[src/rtl/rib_timer_pkg.sv]
// Shared definitions for the rib_timer peripheral: register offsets
// (decoded from addr[3:2]) and the bit positions inside the CTRL register.
package rib_timer_pkg;

   typedef enum logic [1:0] {
      REG_CTRL   = 2'd0,
      REG_COUNT  = 2'd1,
      REG_CMP    = 2'd2,
      REG_STATUS = 2'd3
   } reg_off_e;

   localparam int CTRL_EN        = 0;
   localparam int CTRL_IE        = 1;
   localparam int CTRL_PEND      = 2;
   localparam int CTRL_ONESHOT   = 3;
   localparam int CTRL_PRESC_LSB = 8;

endpackage

[src/rtl/rib_timer_prescaler.sv]
// Prescaler for rib_timer: counts up while enabled and produces a one-cycle
// tick whenever the count reaches the reload value, then restarts from 0.
// When disabled the count is held at 0 so a fresh enable starts a full period.
module rib_timer_prescaler #(
   parameter int PRESC_W = 8
) (
   input  logic               clk,
   input  logic               rst_n,
   input  logic               en,
   input  logic [PRESC_W-1:0] presc,
   output logic               tick,
   output logic [PRESC_W-1:0] pcnt
);

   logic [PRESC_W-1:0] pcnt_q;
   logic [PRESC_W-1:0] pcnt_d;
   logic               wrapHit;

   assign wrapHit = (pcnt_q == presc);
   assign tick    = en && wrapHit;
   assign pcnt    = pcnt_q;

   // Next prescaler count: hold at 0 while disabled, restart on a tick.
   always_comb begin
      pcnt_d = pcnt_q;
      if (!en || wrapHit) begin
         pcnt_d = '0;
      end else begin
         pcnt_d = pcnt_q + {{(PRESC_W-1){1'b0}}, 1'b1};
      end
   end

   // Prescaler count register.
   always_ff @(posedge clk or negedge rst_n) begin
      if (!rst_n) begin
         pcnt_q <= '0;
      end else begin
         pcnt_q <= pcnt_d;
      end
   end

endmodule

[src/rtl/rib_timer.sv]
// rib_timer: zero-wait-state bus timer with a prescaled 32-bit up-counter,
// a compare register and a registered level interrupt. Bus writes always
// take priority over hardware updates, except that a hardware PEND set beats
// a software PEND clear so no compare event is ever lost.
module rib_timer
   import rib_timer_pkg::*;
#(
   parameter int          PRESC_W = 8,
   parameter logic [31:0] CMP_RST = 32'h0000_0000
) (
   input  logic        clk,
   input  logic        rst_n,
   input  logic        req_i,
   input  logic        wr_en_i,
   input  logic [31:0] addr_i,
   input  logic [31:0] data_i,
   output logic [31:0] data_o,
   output logic        int_sig_o
);

   logic               en_q, en_d;
   logic               ie_q, ie_d;
   logic               pend_q, pend_d;
   logic               oneshot_q, oneshot_d;
   logic [PRESC_W-1:0] presc_q, presc_d;
   logic [31:0]        count_q, count_d;
   logic [31:0]        cmp_q, cmp_d;
   logic               int_q, int_d;

   logic               tick;
   logic [PRESC_W-1:0] pcnt;
   reg_off_e           regOff;
   logic               wrCtrl, wrCount, wrCmp;
   logic               tickEff;
   logic               cmpHit;
   logic               unusedAddr;

   assign regOff     = reg_off_e'(addr_i[3:2]);
   assign unusedAddr = ^{addr_i[31:4], addr_i[1:0]};
   assign wrCtrl     = req_i && wr_en_i && (regOff == REG_CTRL);
   assign wrCount    = req_i && wr_en_i && (regOff == REG_COUNT);
   assign wrCmp      = req_i && wr_en_i && (regOff == REG_CMP);

   // A CTRL write that clears EN suppresses a tick landing in the same cycle.
   assign tickEff = tick && !(wrCtrl && !data_i[CTRL_EN]);
   assign cmpHit  = tickEff && (count_q >= cmp_q);

   rib_timer_prescaler #(
      .PRESC_W(PRESC_W)
   ) u_prescaler (
      .clk  (clk),
      .rst_n(rst_n),
      .en   (en_q),
      .presc(presc_q),
      .tick (tick),
      .pcnt (pcnt)
   );

   // Next-state for the register file: hardware tick effects first, then bus
   // writes override, with the PEND set protected against a same-cycle clear.
   always_comb begin
      en_d      = en_q;
      ie_d      = ie_q;
      pend_d    = pend_q;
      oneshot_d = oneshot_q;
      presc_d   = presc_q;
      count_d   = count_q;
      cmp_d     = cmp_q;
      int_d     = pend_q && ie_q;

      if (tickEff) begin
         if (cmpHit) begin
            count_d = '0;
         end else begin
            count_d = count_q + 32'd1;
         end
      end

      if (cmpHit) begin
         pend_d = 1'b1;
         if (oneshot_q) begin
            en_d = 1'b0;
         end
      end

      if (wrCtrl) begin
         en_d      = data_i[CTRL_EN];
         ie_d      = data_i[CTRL_IE];
         oneshot_d = data_i[CTRL_ONESHOT];
         presc_d   = data_i[CTRL_PRESC_LSB +: PRESC_W];
         if (data_i[CTRL_PEND] && !cmpHit) begin
            pend_d = 1'b0;
         end
      end

      if (wrCount) begin
         count_d = data_i;
      end

      if (wrCmp) begin
         cmp_d = data_i;
      end
   end

   // Register file and interrupt output flop.
   always_ff @(posedge clk or negedge rst_n) begin
      if (!rst_n) begin
         en_q      <= 1'b0;
         ie_q      <= 1'b0;
         pend_q    <= 1'b0;
         oneshot_q <= 1'b0;
         presc_q   <= '0;
         count_q   <= '0;
         cmp_q     <= CMP_RST;
         int_q     <= 1'b0;
      end else begin
         en_q      <= en_d;
         ie_q      <= ie_d;
         pend_q    <= pend_d;
         oneshot_q <= oneshot_d;
         presc_q   <= presc_d;
         count_q   <= count_d;
         cmp_q     <= cmp_d;
         int_q     <= int_d;
      end
   end

   assign int_sig_o = int_q;

   // Zero-latency read mux; drives 0 whenever this is not a read access.
   always_comb begin
      data_o = '0;
      if (req_i && !wr_en_i) begin
         case (regOff)
            REG_CTRL: begin
               data_o[CTRL_EN]                      = en_q;
               data_o[CTRL_IE]                      = ie_q;
               data_o[CTRL_PEND]                    = pend_q;
               data_o[CTRL_ONESHOT]                 = oneshot_q;
               data_o[CTRL_PRESC_LSB +: PRESC_W]    = presc_q;
            end
            REG_COUNT:  data_o = count_q;
            REG_CMP:    data_o = cmp_q;
            REG_STATUS: data_o[PRESC_W-1:0] = pcnt;
            default:    data_o = '0;
         endcase
      end
   end

endmodule

[config.mk]
export PLATFORM = sky130hd
export DESIGN_NAME = rib_timer
export DESIGN_NICKNAME = d
export VERILOG_FILES = /design/src/rtl/rib_timer_pkg.sv /design/src/rtl/rib_timer_prescaler.sv /design/src/rtl/rib_timer.sv
export SDC_FILE = /design/constraint.sdc
export NUM_CORES = 1
export LEC_CHECK = 0
export ABC_AREA = 1
export CAP_MARGIN = 10
export CORE_MARGIN = 1
export CORE_UTILIZATION = 59
export CTS_BUF_LIST = sky130_fd_sc_hd__clkbuf_8 sky130_fd_sc_hd__clkbuf_16
export CTS_CLUSTER_DIAMETER = 50
export CTS_CLUSTER_SIZE = 10
export DETAILED_ROUTE_END_ITERATION = 16
export GPL_TIMING_DRIVEN = 1
export HOLD_SLACK_MARGIN = 0.02
export PLACE_DENSITY = 0.87
export SLEW_MARGIN = 20
export SYNTH_ARGS = -nofsm -noshare
export SYNTH_HDL_FRONTEND = slang
export SYNTH_SLANG_ARGS = --single-unit
[constraint.sdc]
create_clock -name clk -period 3.38 [get_ports clk]
set_input_delay 0.507 -clock clk [delete_from_list [all_inputs] [get_ports clk]]
set_output_delay 0.507 -clock clk [all_outputs]
set_load 0.02 [all_outputs]
==> summary.md <==
| Metric | Value |
|---|---|
| Via count of the first global-routing pass | approximately 5.7k |
| Worst-path clk slew | ~0.09 ns |
| Unrepaired setup endpoints after global routing | no |
| # IOs | 101 |
| Via density per instance | 5.50 |
| Peak Freq | ~0.32 GHz |
| Leakage component of the power | around 3.7 nW |
| Number of distinct library cells after synthesis | 41 |
| Starting Density | 60.9% |
| WL met3 | about 1.3 mm |
| Resize count post-CTS | 0 |
| Total via count after detailed routing | roughly 6.2k |
| Top flip-flop cell by instance count after synthesis | dfrtp_1 |
| Instance area after placement | a little over 7000 µm² |
| Area delta synth->final | 17.7% |
| Pwr Total | between 4 and 5 mW |
| Post-Route Setup TNS | 0 ns |
| Met1 wire length | 6.98 mm |
| Layout cell share with drive strength beyond 1 | 7.01% |
| Crit path arrival time | around 2.7 ns |
| Count of yosys warnings during synthesis | 0 |
| Full die area | between 10,000 and 15,000 µm² |
| Detailed placer's ending HPWL | ~12 mm |
| First-pass GRT wire length | 26.8 mm |
| Clock network fraction of design power | 18.9% |
| Pins over their slew limit | 0 |
| Number of antenna violations at the first check in global routing | 0 |
| Share of synthesized flip-flops with an asynchronous set or reset | 100% |
| Critical Path Fanout Max | 10 |
| Switching component of the power | just over 2 mW |
| Clock latency reported for the late side of the worst-skew pair | 0.36 ns |
| Fin crit share | 93.5% |
| Synthesized area | around 6300 µm² |
| Req. time, crit path | 2.87 ns |
| Placement row count | 37 |
| DRT antenna net count | 0 |
| Starting DRC count in detailed routing | between 500 and 600 |
| Synthesized flop and latch total | 85 |
| Setup-violating endpoint count in the final report | 0 |
| CP Class | input pin to primary output |
| Pre-Repair DR Iteration Count | 5 |
| Count of H-tree levels built during CTS | 3 |
| Worst slew margin | around 56% |
| Pwr per Cell Area | roughly 630 nW/µm² |
| Part of the total power dissipated in combinational logic | 43.4% |
| Die Ht | between 100 and 150 µm |
| Total internal power | around 2.6 mW |
| Critical path launch point type | input pin |
| Peak supply drop | about 0.00029 V |
| Average footprint of a synthesized cell | between 6 and 7 µm² |
| Number of hold buffers added after cts | 0 |
| Sum of routed wire length over all layers | approximately 16 mm |
| Top layer reached by signal wires | met4 |
| Launching instance or port of the critical path | addr_i[2] |
| Slew at the pin with the worst max-slew slack | about 0.66 ns |
| Global routing usage summed across all routing layers | between 30 and 40% |
| Floorplan Core Area | 10,300 µm² |
| Final hold violation count | 0 |
| Input/output buffers | 70 |
| Post-route standard cell area excluding fillers | 7400 µm² |
| Weighted congestion at the end of routability-driven global placement | about 0.94 |
| Remaining global-route overflow | 0 |
| Clk root buf | clkbuf_8 |
| Clock buffers created by TritonCTS | 9 |
| Cell count after synthesis | 913 |
| Run status | complete, no violations |
| Max clock buf depth | 2 |
| Total Nets Final | around 1.1k |
| Number of sinks driven by the clock tree | between 80 and 90 |
| Worst Clk Skew | 0.0123 ns |
| Synth Net Count | 1,021 |
| Antenna diode instance count | 0 |
| EDFF count, synth | 0 |
| Critical path capture point type | primary output |
| Largest net degree at the start of global routing | 46 |
| DR DRC count | 0 |
| Class of the worst hold path | input pin to async pin |
| Fill cell instance count of the final layout | between 800 and 900 |
| Net switching fraction of the power | between 40% and 50% |
| Sequential Power Share | ~38% |
| Number of buffers inserted to repair setup after CTS | 0 |
| Number of max-cap violations | 0 |
| TritonCTS clock tree | built |
| Routed length per placed instance | 14.5 µm |
| Die X | 105 µm |
| Source of the worst register-to-register timing path | count_q[15] |
| Routed length on met2 | approximately 7.6 mm |
| Sequential cell area fraction in the yosys report | approximately 34% |
| Final critical delay including setup and external delays | 3.16 ns |
-- cell usage after synthesis, drive strengths merged, types with 12 or more instances --
master,count,area share (%)
o22ai,26,2.6
xor2,12,1.7
o221ai,12,1.7
a21oi,34,2.9
nor3,15,1.4
ha,40,8.0
dfrtp,85,34
nand2,272,17
nor2,79,5.9
clkbuf,20,1.2
o21ai,76,6.5
inv,180,11
nand3,22,2.3
-- power groups by stage --
stage / clock network, mW / logic, mW / registers [mW]
global placement: 0 / 1.87 / 1.74
detailed placement: 0 / 1.95 / 1.75
finish: 0.875 / 2.01 / 1.75
CTS: 0.882 / 1.99 / 1.73
global route: 0.922 / 2.28 / 1.80
floorplan: 0 / 1.51 / 1.63
-- metrics by stage --
| stage | worst slack [ns] | utilization (%) | instances | hold WS (ns) |
|---|---|---|---|---|
| 3_5_place_dp | 0.229 | 69.3 | 1106 | 0.478 |
| 4_1_cts | 0.221 | 71.6 | 1121 | 0.162 |
| 2_1_floorplan | 1.21 | - | 913 | 0.211 |
| 3_3_place_gp | 0.280 | 69.3 | 1106 | 0.467 |
| 6_report | 0.220 | 71.7 | 1121 | 0.145 |
| 5_1_grt | 0.0357 | 71.7 | 1121 | 0.191 |
-- worst max-delay path, cell delays in order --
cell,delay [ns]
clkdlybuf4s50_1,0.48
inv_1,0.14
ha_1,0.25
clkinvlp_4,0.25
o21ai_0,0.21
a221oi_1,0.07
nor2_1,0.13
clkdlybuf4s50_1,0.61
-- kinds of logic after synthesis --
group	after synthesis	share of synthesized area [%]
simple gates	405	28.0
buf+inv	205	12.6
compound gates	161	15.3
flops	85	33.8
fa+ha+maj	40	7.96
xor+xnor	17	2.37
-- area by class of cell --
| cell class | count | area (µm²) | area share [%] |
|---|---|---|---|
| multi-input combinational | 623 | 3380 | 45.6 |
| sequential | 85 | 2130 | 28.8 |
| timing repair buffer | 81 | 806 | 10.9 |
| inverter | 181 | 683 | 9.24 |
| tap | 136 | 170 | 2.30 |
| clock buffer | 9 | 124 | 1.67 |
| clock inverter | 6 | 111 | 1.51 |
-- state kept, by name, indices dropped and copies added (netlist names) --
register and count:
cmp_q 32, count_q 32, en_q 1, ie_q 1, int_sig_o 1, oneshot_q 1
pend_q 1, presc_q 8, u_prescaler.pcnt 8
-- metal layers --
layer | vias to the layer above | global-route usage, %
met3 | 31 | 4.21
met5 | - | 0
li1 | 3022 | -
met4 | 0 | 12.4
met2 | 254 | 50.4
met1 | 2855 | 40.2
-- cell usage in the layout, fill, tap and decap left out, types with 2 or more instances in the layout --
cell             synthesis  layout
nand2_2                  5       5
a31oi_1                  4       4
xnor2_1                  5       5
nor3_2                   3       3
clkinvlp_4               0       2
inv_1                  178     178
nand3_1                 18      17
nor2_1                  66      66
inv_2                    2       2
a21o_1                   2       2
buf_4                    3      10
nor3_1                  12      12
nand3_2                  2       3
a21oi_1                 33      33
xor2_1                  12      12
o221ai_1                12      12
nand4_1                 11      11
nand3_4                  2       2
clkdlybuf4s50_1          0      69
o21ai_1                  2       2
nor3b_1                  2       2
o21ai_2                  8       8
a221oi_1                 2       2
o21bai_2                 2       2
ha_1                    40      40
clkbuf_8                 0       9
nor2_2                   6       6
o22ai_1                 26      26
bufinv_16                0       3
o21a_1                   3       3
o21ai_0                 66      66
buf_12                   0       2
nor2_4                   6       6
dfrtp_1                 85      85
nand2_1                266     266
-- final timing paths --
check	endpoint	slack (ns)	depth (start not counted)
worst max-delay path	data_o[3]	0.22	8
worst min-delay path	cmp_q[31]	0.15	1
worst max register to register	count_q[15]	0.95	11
worst min register to register	cmp_q[10]	0.50	2
max in group asynchronous	count_q[13]	2.50	2
min in group clk	cmp_q[10]	0.50	2
Power figures use the tool's default switching activity.
